### src/rtl/cnn_pkg.sv
// -----------------------------------------------------------------------------
// cnn_pkg
// Shared definitions for the CNN front-end blocks.
//   wg_state_t      : window_gen frame-sequencing FSM states
//   DEF_DATA_WIDTH  : default pixel width
//   DEF_KERNEL_DIM  : default kernel edge length
//   cnt_width()     : counter width for a counter running 0..n-1
// -----------------------------------------------------------------------------
package cnn_pkg;

    typedef enum logic [1:0] {
        ST_IDLE   = 2'd0,
        ST_FILL   = 2'd1,
        ST_STREAM = 2'd2,
        ST_DONE   = 2'd3
    } wg_state_t;

    localparam int unsigned DEF_DATA_WIDTH = 8;
    localparam int unsigned DEF_KERNEL_DIM = 3;

    // Width of a counter covering 0..n-1 (at least one bit).
    function automatic int unsigned cnt_width(input int unsigned n);
        return (n < 2) ? 1 : $clog2(n);
    endfunction

endpackage

### src/rtl/window_gen_line_buffer.sv
// -----------------------------------------------------------------------------
// line_buffer
// Single-row delay line: dout is the sample written DEPTH enables ago.
//   clk   : clock, rising edge
//   rst   : asynchronous active-low reset (write pointer only; RAM not reset)
//   en    : advance the delay line by one sample
//   din   : sample written on en
//   dout  : sample leaving the delay line (valid combinationally)
// -----------------------------------------------------------------------------
module line_buffer
    import cnn_pkg::*;
#(
    parameter int unsigned DEPTH      = 28,
    parameter int unsigned DATA_WIDTH = DEF_DATA_WIDTH
) (
    input  logic                  clk,
    input  logic                  rst,
    input  logic                  en,
    input  logic [DATA_WIDTH-1:0] din,
    output logic [DATA_WIDTH-1:0] dout
);

    localparam int unsigned      PTR_W    = cnt_width(DEPTH);
    localparam logic [PTR_W-1:0] PTR_LAST = PTR_W'(DEPTH - 1);

    logic [DATA_WIDTH-1:0] mem [DEPTH];
    logic [PTR_W-1:0]      ptr;

    always_ff @(posedge clk or negedge rst) begin
        if (!rst) begin
            ptr <= '0;
        end else if (en) begin
            ptr <= (ptr == PTR_LAST) ? '0 : ptr + 1'b1;
        end
    end

    always_ff @(posedge clk) begin
        if (en) begin
            mem[ptr] <= din;
        end
    end

    // Read-before-write at the same slot gives exactly DEPTH enables of delay,
    // independent of where the pointer sits relative to column 0.
    assign dout = mem[ptr];

endmodule

### src/rtl/window_gen.sv
// -----------------------------------------------------------------------------
// window_gen
// Sliding KERNEL_DIM x KERNEL_DIM window generator over a raster pixel stream.
//   clk        : clock, rising edge
//   rst        : asynchronous active-low reset
//   sof        : start of frame, marks pixel (0,0) on a transfer
//   in_valid   : pixel_in valid
//   in_ready   : block accepts a pixel this cycle
//   pixel_in   : raster-order pixel
//   out_stall  : downstream hold request
//   window     : KxK neighbourhood, element r*K+c = row r, column c
//                (index 0 top-left, last index = newest pixel)
//   win_valid  : window holds a new full neighbourhood
//   frame_done : one-cycle pulse after the last window of a frame
// -----------------------------------------------------------------------------
module window_gen
    import cnn_pkg::*;
#(
    parameter int unsigned IMG_WIDTH  = 28,
    parameter int unsigned IMG_HEIGHT = 28,
    parameter int unsigned KERNEL_DIM = DEF_KERNEL_DIM,
    parameter int unsigned DATA_WIDTH = DEF_DATA_WIDTH
) (
    input  logic                  clk,
    input  logic                  rst,
    input  logic                  sof,
    input  logic                  in_valid,
    output logic                  in_ready,
    input  logic [DATA_WIDTH-1:0] pixel_in,
    input  logic                  out_stall,
    output logic [DATA_WIDTH-1:0] window [KERNEL_DIM*KERNEL_DIM],
    output logic                  win_valid,
    output logic                  frame_done
);

    localparam int unsigned      COL_W     = cnt_width(IMG_WIDTH);
    localparam int unsigned      ROW_W     = cnt_width(IMG_HEIGHT);
    localparam logic [COL_W-1:0] COL_LAST  = COL_W'(IMG_WIDTH - 1);
    localparam logic [COL_W-1:0] COL_KLAST = COL_W'(KERNEL_DIM - 1);
    localparam logic [ROW_W-1:0] ROW_LAST  = ROW_W'(IMG_HEIGHT - 1);
    localparam logic [ROW_W-1:0] ROW_KLAST = ROW_W'(KERNEL_DIM - 1);

    wg_state_t state, state_next;

    logic [COL_W-1:0] col, cur_col, col_next;
    logic [ROW_W-1:0] row, cur_row, row_next;
    logic             accept;
    logic             take;
    logic             win_hit;

    logic [DATA_WIDTH-1:0] lb_out [KERNEL_DIM-1];
    logic [DATA_WIDTH-1:0] col_in [KERNEL_DIM];

    // -------------------------------------------------------------------------
    // Transfer qualification and pixel position
    // -------------------------------------------------------------------------
    assign accept = in_valid && in_ready;
    // Pixels accepted in IDLE without sof are dropped and touch nothing.
    assign take   = accept && (sof || (state != ST_IDLE));

    // sof forces the current pixel to (0,0), which also covers a mid-frame restart.
    assign cur_col = sof ? '0 : col;
    assign cur_row = sof ? '0 : row;

    assign col_next = (cur_col == COL_LAST) ? '0 : cur_col + 1'b1;
    assign row_next = (cur_col == COL_LAST) ? cur_row + 1'b1 : cur_row;

    // Column guard keeps windows from spanning a row wrap.
    assign win_hit = (cur_row >= ROW_KLAST) && (cur_col >= COL_KLAST);

    // -------------------------------------------------------------------------
    // FSM
    // -------------------------------------------------------------------------
    always_ff @(posedge clk or negedge rst) begin
        if (!rst) begin
            state <= ST_IDLE;
        end else begin
            state <= state_next;
        end
    end

    always_comb begin
        state_next = state;
        in_ready   = 1'b0;
        unique case (state)
            ST_IDLE: begin
                in_ready = 1'b1;
                if (accept && sof) begin
                    state_next = ST_FILL;
                end
            end
            ST_FILL: begin
                in_ready = !out_stall;
                if (accept && (cur_row == ROW_KLAST) && (cur_col == '0)) begin
                    state_next = ST_STREAM;
                end
            end
            ST_STREAM: begin
                in_ready = !out_stall;
                if (accept) begin
                    if (sof) begin
                        state_next = ST_FILL;
                    end else if ((cur_row == ROW_LAST) && (cur_col == COL_LAST)) begin
                        state_next = ST_DONE;
                    end
                end
            end
            ST_DONE: begin
                state_next = ST_IDLE;
            end
            default: begin
                state_next = ST_IDLE;
            end
        endcase
    end

    // -------------------------------------------------------------------------
    // Position counters
    // -------------------------------------------------------------------------
    always_ff @(posedge clk or negedge rst) begin
        if (!rst) begin
            col <= '0;
            row <= '0;
        end else if (state == ST_DONE) begin
            col <= '0;
            row <= '0;
        end else if (take) begin
            col <= col_next;
            row <= row_next;
        end
    end

    // -------------------------------------------------------------------------
    // Line-buffer chain: stage i outputs the pixel i+1 rows above pixel_in
    // -------------------------------------------------------------------------
    for (genvar i = 0; i < KERNEL_DIM - 1; i++) begin : g_lb
        logic [DATA_WIDTH-1:0] lb_din;
        if (i == 0) begin : g_head
            assign lb_din = pixel_in;
        end else begin : g_tail
            assign lb_din = lb_out[i-1];
        end
        line_buffer #(
            .DEPTH      (IMG_WIDTH),
            .DATA_WIDTH (DATA_WIDTH)
        ) u_lb (
            .clk  (clk),
            .rst  (rst),
            .en   (take),
            .din  (lb_din),
            .dout (lb_out[i])
        );
    end

    // Incoming right-hand column, oldest row at the top.
    for (genvar r = 0; r < KERNEL_DIM - 1; r++) begin : g_col
        assign col_in[r] = lb_out[KERNEL_DIM-2-r];
    end
    assign col_in[KERNEL_DIM-1] = pixel_in;

    // -------------------------------------------------------------------------
    // Window register: shift left one column per transfer
    // -------------------------------------------------------------------------
    for (genvar r = 0; r < KERNEL_DIM; r++) begin : g_wrow
        for (genvar c = 0; c < KERNEL_DIM; c++) begin : g_wcell
            logic [DATA_WIDTH-1:0] cell_next;
            if (c == KERNEL_DIM - 1) begin : g_edge
                assign cell_next = col_in[r];
            end else begin : g_shift
                assign cell_next = window[r*KERNEL_DIM+c+1];
            end
            always_ff @(posedge clk or negedge rst) begin
                if (!rst) begin
                    window[r*KERNEL_DIM+c] <= '0;
                end else if (take) begin
                    window[r*KERNEL_DIM+c] <= cell_next;
                end
            end
        end
    end

    // -------------------------------------------------------------------------
    // Output flags
    // -------------------------------------------------------------------------
    always_ff @(posedge clk or negedge rst) begin
        if (!rst) begin
            win_valid <= 1'b0;
        end else if (take) begin
            win_valid <= win_hit;
        end else if (!out_stall) begin
            win_valid <= 1'b0;
        end
    end

    // Registered from DONE so the pulse lands one cycle after the last window.
    always_ff @(posedge clk or negedge rst) begin
        if (!rst) begin
            frame_done <= 1'b0;
        end else begin
            frame_done <= (state == ST_DONE);
        end
    end

endmodule
### config.mk
export PLATFORM = sky130hd
export DESIGN_NAME = window_gen
export DESIGN_NICKNAME = d
export VERILOG_FILES = /design/src/rtl/cnn_pkg.sv /design/src/rtl/window_gen_line_buffer.sv /design/src/rtl/window_gen.sv
export SDC_FILE = /design/constraint.sdc
export NUM_CORES = 1
export LEC_CHECK = 0
export ABC_AREA = 0
export BUFFER_PORTS_ARGS = -buffer_cell sky130_fd_sc_hd__buf_2
export CAP_MARGIN = 20
export CORE_MARGIN = 3
export CORE_UTILIZATION = 35
export CTS_CLUSTER_DIAMETER = 80
export DETAILED_ROUTE_END_ITERATION = 16
export GPL_ROUTABILITY_DRIVEN = 0
export PLACE_DENSITY = 0.48
export SLEW_MARGIN = 20
export SYNTH_ARGS = -nofsm -noshare
export SYNTH_HDL_FRONTEND = slang
export SYNTH_SLANG_ARGS = --single-unit
### constraint.sdc
create_clock -name clk -period 3.4 [get_ports clk]
set_clock_uncertainty 0.05 [all_clocks]
set_input_delay 0.51 -clock clk [delete_from_list [all_inputs] [get_ports clk]]
set_output_delay 0.51 -clock clk [all_outputs]
set_load 0.01 [all_outputs]
### After elaboration in Yosys (flattened, before gate mapping)

Memory sizes are Yosys's and may differ from the RTL's. A register that Yosys moved wholly into a read port is not among the register bits.
Cells that the tools add are included.

| word-level totals | value |
|---|---|
| memories kept | 2 |
| logic and storage cells | 73 |
| input port bits | 13 |
| bits in latches | 0 |
| register bits after elaboration | 88 |
| memory bits (writable) | 448 |
| ROM bits | 0 |

Memory list:

| name | words | bits a word | rd ports | clocked after Yosys merged registers in | write ports | line | text |
|---|---|---|---|---|---|---|---|
| g_lb[0].u_lb.mem | 28 | 8 | 1 | 0 | 1 | window_gen_line_buffer.sv:26 | `logic [DATA_WIDTH-1:0] mem [DEPTH];` |
| g_lb[1].u_lb.mem | 28 | 8 | 1 | 1 | 1 | window_gen_line_buffer.sv:26 |  |

| cells by class | value |
|---|---|
| mux-type cells | 21 |
| multipliers | 0 |
| reductions and logical operators | 16 |
| shift-type cells | 0 |
| add/subtract/negate cells | 4 |
| bitwise gates (word level) | 0 |
| order comparisons | 2 |
| equality and inequality tests | 13 |
| divide/modulo/power cells | 0 |

Operators with widths:

| cell | number |
|---|---|
| $mux 5 | 10 |
| $add 5x1->5 const B | 4 |
| $eq 5x5->1 const B | 4 |
| $ge 5x2->1 const B | 2 |
| $mux 2 | 5 |
| $pmux 2 s4 | 1 |
| $logic_and 1x1->1 | 7 |
| $ne 2x2->1 const B | 3 |
| $eq 5x2->1 const B | 1 |
| $logic_not 5->1 | 1 |
| $eq 2x2->1 const B | 2 |
| $mux 1 | 4 |
| $reduce_and 4->1 | 1 |
| $reduce_bool 2->1 | 2 |
| $ne 3x3->1 const B | 1 |
| $eq 2x1->1 const B | 1 |
| $logic_not 1->1 | 2 |
| $logic_not 2->1 | 1 |
| $ne 2x1->1 const B | 1 |
| $pmux 1 s2 | 1 |
| $reduce_or 2->1 | 1 |
| $logic_or 1x1->1 | 1 |

### Depth between registers and ports, before layout

Gate-level depths: netlist (run 1).

| logic depth | value |
|---|---|
| word-level depth | 8 |
| gate-level depth with buffers | 9 |
| depth with buffers taken out | 8 |

### By module

Synthesis (run 1) repeated with hierarchy kept, for this count alone.

| unflattened totals | value |
|---|---|
| cells, all modules | 1348 |
| area total of the unflattened synthesis | 21809.7 um2 |

Modules (own cells, without submodules):

| module | cells each | sequential area each (um2) | area each (um2) | instances |
|---|---|---|---|---|
| line_buffer (g_lb[0].u_lb) | 490 | 6851.6 | 9106.2 | 1 |
| line_buffer (g_lb[1].u_lb) | 446 | 6851.6 | 9068.7 | 1 |
| window_gen | 412 | 2152.1 | 3634.7 | 1 |

### Worst setup path after synthesis (run 1)

OpenSTA, ideal clock, no wires.

| timing | value |
|---|---|
| path type | flip-flop to flip-flop |
| from | reg state[0] |
| to | mem g_lb[1].u_lb.mem[15][0] (netlist name) (enable) |
| setup time | 0.386 ns |
| setup slack | 0.586 ns |
| data arrival time | 2.379 ns |
| required time | 2.964 ns |
| stages on the path, launching flop included | 9 |
| period minus slack after synthesis | 2.814 ns |
| cell sequence | dfrtp_1 -> inv_1 -> ha_1 -> nor3b_1 -> o21a_1 -> clkbuf_1 -> clkbuf_1 -> nand3_1 -> nor3_1 |

| on the way | value |
|---|---|
| cells in the longest elaborated chain, start to end | 7 |
| elaborated cells between the ends (all ways) | 11 |
| those cells by class | eq/ne: 2; mux: 3; reduce/logical: 6 |

Ends and longest elaborated chain:

| element | line | text |
|---|---|---|
| start: declaration | window_gen.sv:43 | `wg_state_t state, state_next;` |
| start signal: assignment | window_gen.sv:78 | `state <= state_next;` |
| $eq 2x2->1 / $eq 2x1->1 (equally long branches) | window_gen.sv:85 | `unique case (state)` |
| $reduce_or 2->1 (no source line) | - |  |
| $pmux 1 s2 | window_gen.sv:85 |  |
| $logic_and 1x1->1 | window_gen.sv:57 | `assign accept = in_valid && in_ready;` |
| $logic_and 1x1->1 (*) | window_gen.sv:59 | `assign take = accept && (sof \|\| (state != ST_IDLE));` |
| $mux 1 (*) | window_gen_line_buffer.sv:38 | `if (en) begin` |
| $mux 1 (not written as such) (*) | window_gen_line_buffer.sv:39 | `mem[ptr] <= din;` |
| end: declaration | window_gen_line_buffer.sv:26 |  |

Every way passes the cells marked *; elsewhere a longest branch is shown, timed or not.

### Final worst setup path (run 1)

| timing | value |
|---|---|
| from | reg state[0] |
| to | mem g_lb[1].u_lb.mem[16][0] (netlist name) (enable) |

Same word-level chain as after synthesis.

==> results by group, run 1 <==
Outcome
  • Status: completed

Route
  • DR iter-0 viols: 861
  • Drt pass-1 iters: 7
  • # DRC: 0
  • Routed Antenna Nets: 0
  • Drt total wl: 54660 microns
  • WL per Instance: 22.52 microns
  • Avg Vias per Cell: 5.073
  • Via count: 12310

Timing
  • RSZ-0062 raised after global routing: no
  • Post-layout min period: 3.030 ns
  • Final period util: 0.8913
  • Setup total negative slack: 0 ns
  • Worst Tran Pin Value: 0.8072 ns
  • Hold Vio Cnt, Final: 0
  • Fin. max-slew vios: 0
  • Max-slew headroom: 0.4598
  • Fin Hold WS: 0.1657 ns
  • Fmax: 330.0 MHz
  • Final setup vio count: 0

Global route
  • Met2 usage: 0.2692
  • Initial antenna violation count: 0
  • Vias in the first global route: 12610
  • Tot GR Track Use: 0.1657
  • First-pass GRT wire length: 82700 microns
  • GR Util met1: 0.2303
  • Global routing usage on met3: 0.02701
  • GRT overflow: 0
  • Global route hottest layer: met2
  • Largest net degree at the start of global routing: 66

Placement
  • Placement Cell Area: 23570 sq um
  • Port Buffers: 87
  • Post-DP HPWL: 34800 microns
  • Dpl cells: 2317

Clocking
  • Root Buffer: clkbuf_16
  • CTS tree: done
  • Clock transition at path regs: 0.06 ns
  • Hold buffer count at CTS: 1
  • Bufs on Longest Clock Path: 3
  • Total CTS buffers: 58
  • Cts repair resizes: 0
  • H-tree depth: 2
  • Setup Buffers After CTS: 0
  • Clk_lat worst skew: 0.61 ns
  • Clock sink count: 544

Logic synthesis
  • Area share of the leading cell type in the synthesized netlist: 0.6157
  • Top FF cell, synth: edfxtp_1
  • Ranking of synthesized cells by area: edfxtp_1, dfrtp_1, mux2i_1, nand2_1, mux4_2
  • Mapped Cells: 1413
  • Number of flops mapped to enable cells by yosys: 448
  • Register area share after synthesis: 0.7256
  • FF+latch count, synth: 544
  • Yosys top cell by area: edfxtp_1
  • Yosys warnings: 0
  • Mean Syn Cell Area: 15.46 sq um
  • Mapped cell area: 21850 sq um
  • FFs w/ async S/R, synth: 0.1765
  • Syn Nets: 1442
  • Post-synthesis cell type count: 56

Worst setup path
  • CP Max Fanout: 8
  • CP peak stage delay: 0.54 ns
  • Critical path capture point type: register
  • Critical Path Start Type: register
  • Worst EP required: 3.60 ns
  • WS Path Type: reg -> reg
  • Critical path's slowest cell: nor3_1
  • WP data arrival: 3.23 ns
  • CP Cell Sequence: inv_1 -> ha_1 -> nor3b_1 -> o21a_4 -> nand2_1 -> nor3_1 -> and2_1

Finish
  • # nets final: 1579
  • Cell Count, Final, Fillers Out: 2427
  • Most frequent cells in the layout: edfxtp_1, nand2_1, mux2i_1, dfrtp_1, buf_2
  • Share of cells above drive strength 1: 0.1802
  • Core Util, Final: 0.4174
  • Area grow syn2layout: 16.58%
  • Commonest non-fill, non-tap cell in the layout: edfxtp_1
  • Finished layout cell area: 25470 sq um

Power
  • P_leak: 0.009276 uW
  • Power per cell area: 847.1 nW/um^2
  • Worst vdd ir: 653.0 uV

Die
  • Die H: 255.9 microns
  • Initial Util: 0.3580
  • Core area: 61030 sq um
  • Die ar.: 65460 sq um
  • Die X: 255.9 microns
  • Top Ports: 88
  • Row count: 90

Min path
  • Worst hold path type: in -> reg

Job
  • Max-cap viol count: 0
## layout make-up
type	count	area [sq um]
Antenna cell	1	2.502
Clock buffer	78	1588
Clock inverter	30	305.3
Fill cell	5673	35560
Inverter	12	45.04
Multi-Input combinational cell	780	5628
Sequential cell	544	15860
Tap cell	828	1036
Timing Repair Buffer	154	1006
## flip-flops by register name, summed over array words and instances, names as in the netlist
name                      count
g_lb.u_lb.ptr                10
frame_done                    1
g_lb.u_lb.mem               448
row                           5
col                           5
state                         2
window                       24
win_valid                     1
g_wrow.g_wcell.cell_next     48
## power breakdown
group          internal, uW  switching, uW  leakage [uW]
registers              8750            562       0.00522
logic                  1990           4040       0.00314
clock network          3660           2590      0.000914
## worst max-delay path: cells and delay by family, from the launching register on
| family | cells | cell delay (ns) |
|---|---|---|
| simple gates | 4 | 1.60 |
| flops | 1 | 0.39 |
| fa+ha+maj | 1 | 0.28 |
| compound gates | 1 | 0.25 |
| buf+inv | 1 | 0.09 |
## cell usage after synthesis (10+ instances only)
cell and count:
clkbuf_1 41, o22ai_1 10, o21ai_0 35, and2_1 20
nand2_1 213, a22oi_1 43, nand3_1 27, inv_1 11
and3_1 11, mux4_2 24, a21oi_1 36, edfxtp_1 448
dfrtp_1 96, nor2_1 43, a31oi_1 11, nor2b_1 17
o221ai_1 12, buf_2 23, nor3_1 15, o211ai_1 11
mux2_2 13, ha_1 16, mux2i_1 156
## layer usage
layer / up-vias / wire length, microns
met5: - / 0
met4: 0 / 1328
met3: 78 / 2295
met2: 276 / 26090
met1: 6291 / 24950
li1: 5667 / -
## cells by family after synthesis
| family | share of synthesized area |
|---|---|
| compound gates | 0.05617 |
| xor+xnor | 0.001203 |
| fa+ha+maj | 0.009162 |
| buf+inv | 0.01798 |
| flops | 0.7256 |
| mux | 0.1132 |
| simple gates | 0.07667 |
## per-stage QoR
stage                     total power [uW]  worst slack [ns]
final                                21580            0.3696
after detailed placement             15570            0.3718
after floorplan                      12660            0.5855
after global placement               15520            0.4436
after CTS                            21880            0.3530
after global routing                 22590            0.1917
## final timing paths
path,from,end,slack [ns],depth (start not counted)
max,state[0],g_lb[1].u_lb.mem[16][0],0.37,7
min,out_stall,win_valid,0.17,3
max reg2reg,state[0],g_lb[1].u_lb.mem[16][0],0.37,7
min reg2reg,window[19],window[19],0.42,2
max in group asynchronous,rst,g_wrow[0].g_wcell[0].cell_next[4],2.08,3
min in group asynchronous,rst,window[47],0.46,2
Note: power is estimated with default switching activity, not from simulation.
==> run 2: changes to the inputs <==
Settings changed: BUFFER_PORTS_ARGS -buffer_cell sky130_fd_sc_hd__buf_2 to -buffer_cell sky130_fd_sc_hd__buf_4.
==> run 2 against run 1 <==
Net effect: combinational power is 2% higher; critical path depth stayed put; clock-buffer cell count is 6 higher; worst hold slack worse by 0.020 ns; sequential cell count stayed put; sequential share of layout area is 0.24 points lower; non-clock buffer count is 1 lower; die area stayed put; largest cell class unchanged.
==> results by group, run 2 (same netlist as run 1, synthesis figures left out) <==
Clocking
  • Total CTS buffers: 57 (was 58)
  • Clock sink count: 544 (unchanged)
  • H-tree depth: 2 (unchanged)
  • CTS tree: done (unchanged)
  • Setup Buffers After CTS: 0 (unchanged)
  • Clk_lat worst skew: 0.61 ns (about the same)
  • Bufs on Longest Clock Path: 3 (unchanged)
  • Root Buffer: clkbuf_16 (unchanged)
  • Clock transition at path regs: 0.06 ns (about the same)

Route
  • Routed Antenna Nets: 0 (unchanged)
  • Drt pass-1 iters: 7 (unchanged)
  • Via count: 12220 (was 12310)
  • WL per Instance: 22.08 microns (was 22.52 microns)
  • # DRC: 0 (unchanged)
  • Drt total wl: 53530 microns (was 54660 microns)
  • Avg Vias per Cell: 5.041 (was 5.073)
  • DR iter-0 viols: 999 (was 861)

Global route
  • Vias in the first global route: 12360 (was 12610)
  • Largest net degree at the start of global routing: 71 (was 66)
  • First-pass GRT wire length: 80920 microns (was 82700 microns)
  • GRT overflow: 0 (unchanged)
  • Initial antenna violation count: 1 (was 0)
  • Tot GR Track Use: 0.1617 (was 0.1657)

Power
  • P_leak: 0.009294 uW (was 0.009276 uW)
  • Tot Pwr: 21400 uW (was 21580 uW)
  • Worst vdd ir: 617.6 uV (was 653.0 uV)
  • Power per cell area: 837.0 nW/um^2 (was 847.1 nW/um^2)

Timing
  • Fmax: 331.0 MHz (was 330.0 MHz)
  • Post-layout min period: 3.021 ns (was 3.030 ns)
  • Setup total negative slack: 0 ns (unchanged)
  • Worst Tran Pin Value: 0.9287 ns (was 0.8072 ns)
  • Final period util: 0.8887 (was 0.8913)
  • Final setup vio count: 0 (unchanged)
  • Max-slew headroom: 0.3809 (was 0.4598)
  • RSZ-0062 raised after global routing: no (unchanged)
  • Fin. max-slew vios: 0 (unchanged)
  • Fin Hold WS: 0.1454 ns (was 0.1657 ns)
  • Hold Vio Cnt, Final: 0 (unchanged)

Die
  • Initial Util: 0.3580 (unchanged)
  • Row count: 90 (unchanged)
  • Core area: 61030 sq um (unchanged)
  • Die X: 255.9 microns (unchanged)
  • Top Ports: 88 (unchanged)
  • Die ar.: 65460 sq um (unchanged)
  • Die H: 255.9 microns (unchanged)

Worst setup path
  • Worst reg2reg setup slack: 0.38 ns (was 0.37 ns)
  • WP data arrival: 3.23 ns (about the same)
  • Critical Path Start Type: register (unchanged)
  • CP Max Fanout: 8 (unchanged)
  • Worst EP required: 3.60 ns (about the same)
  • WS Path Type: reg -> reg (unchanged)
  • Critical path capture point type: register (unchanged)

Finish
  • # nets final: 1577 (was 1579)
  • Area grow syn2layout: 17.03% (was 16.58%)
  • Register area: 15860 sq um (unchanged)
  • Multi-input logic area: 5628 sq um (unchanged)
  • Ant. Diodes: 0 (was 1)
  • Max FFs per register: 448 (unchanged)
  • Fillers: 5614 (was 5673)
  • Largest Register: g_lb.u_lb.mem (unchanged)
  • Most frequent cells in the layout: edfxtp_1, nand2_1, mux2i_1, buf_4, dfrtp_1 (was edfxtp_1, nand2_1, mux2i_1, dfrtp_1, buf_2)
  • Share of cells above drive strength 1: 0.1779 (was 0.1802)
  • Commonest non-fill, non-tap cell in the layout: edfxtp_1 (unchanged)

Placement
  • Post-DP HPWL: 33810 microns (was 34800 microns)
  • Port Buffers: 87 (unchanged)

Outcome
  • Status: completed (unchanged)

Min path
  • Worst hold path type: in -> reg (unchanged)

Job
  • Max-cap viol count: 0 (unchanged)
==> run 2: cell count changes in the layout (fill, tap and decap cells not counted), moves of 3 or more <==
cell / change
clkbuf_8: +6
bufinv_16: -5
buf_2: -86
buf_4: +83
clkinvlp_4: -5
clkinv_2: +3
==> run 2: stage by stage <==
stage | area (sq um) | utilization | setup slack, ns | instances
floorplan | 21850 | - | 0.5855 | 1413
global placement | 23800 | 0.3900 | 0.4363 | 2316
detailed placement | 23800 | 0.3900 | 0.3821 | 2316
CTS | 25570 | 0.4190 | 0.3522 | 2424
global route | 25570 | 0.4190 | 0.1468 | 2424
finish | 25570 | 0.4190 | 0.3785 | 2424
==> run 2: where the power goes <==
part	switching (uW)	leakage, uW	internal (uW)
clock network	2550	0.000876	3310
registers	647	0.00522	8740
logic	3970	0.00320	2180
total	7170	0.00929	14200
==> run 2: final cells by class <==
| cell class | instances | share of cell area |
|---|---|---|
| clock buffer | 84 | 0.06366 |
| clock inverter | 23 | 0.005186 |
| inverter | 12 | 0.001761 |
| multi-input combinational | 780 | 0.2201 |
| sequential | 544 | 0.6204 |
| tap | 828 | 0.04051 |
| timing repair buffer | 153 | 0.04844 |
==> run 2: worst max-delay path, stage by stage, from the launching register on <==
cell	delay (ns)
dfrtp_1	0.40
inv_1	0.10
ha_1	0.28
nor3b_1	0.45
o21a_4	0.21
nand2_1	0.19
nor3_1	0.55
and2_1	0.45
==> run 2: worst paths after layout <==
| check | startpoint | to | depth (start not counted) |
|---|---|---|---|
| max in group asynchronous | rst | window[70] | 3 |
| setup reg to reg | state[0] | g_lb[1].u_lb.mem[20][7] | 7 |
| setup / recovery | state[0] | g_lb[1].u_lb.mem[20][7] | 7 |
| hold / removal | out_stall | win_valid | 3 |
| hold reg to reg | window[22] | window[22] | 2 |
| min in group asynchronous | rst | window[47] | 2 |
==> run 2: timing repair <==
action,CTS,global route
hold buffers,1,0
hold endpoints to repair,37,0
gates resized for setup,0,0
==> run 2: per-layer routing <==
layer	routed length (microns)	vias up	global-route usage	share of wire
li1	-	5650	-	-
met1	25360	6249	0.2354	0.47
met2	25010	249	0.2559	0.47
met3	2155	71	0.02424	0.040
met4	1010	0	0.03975	0.019
met5	0	-	0	0
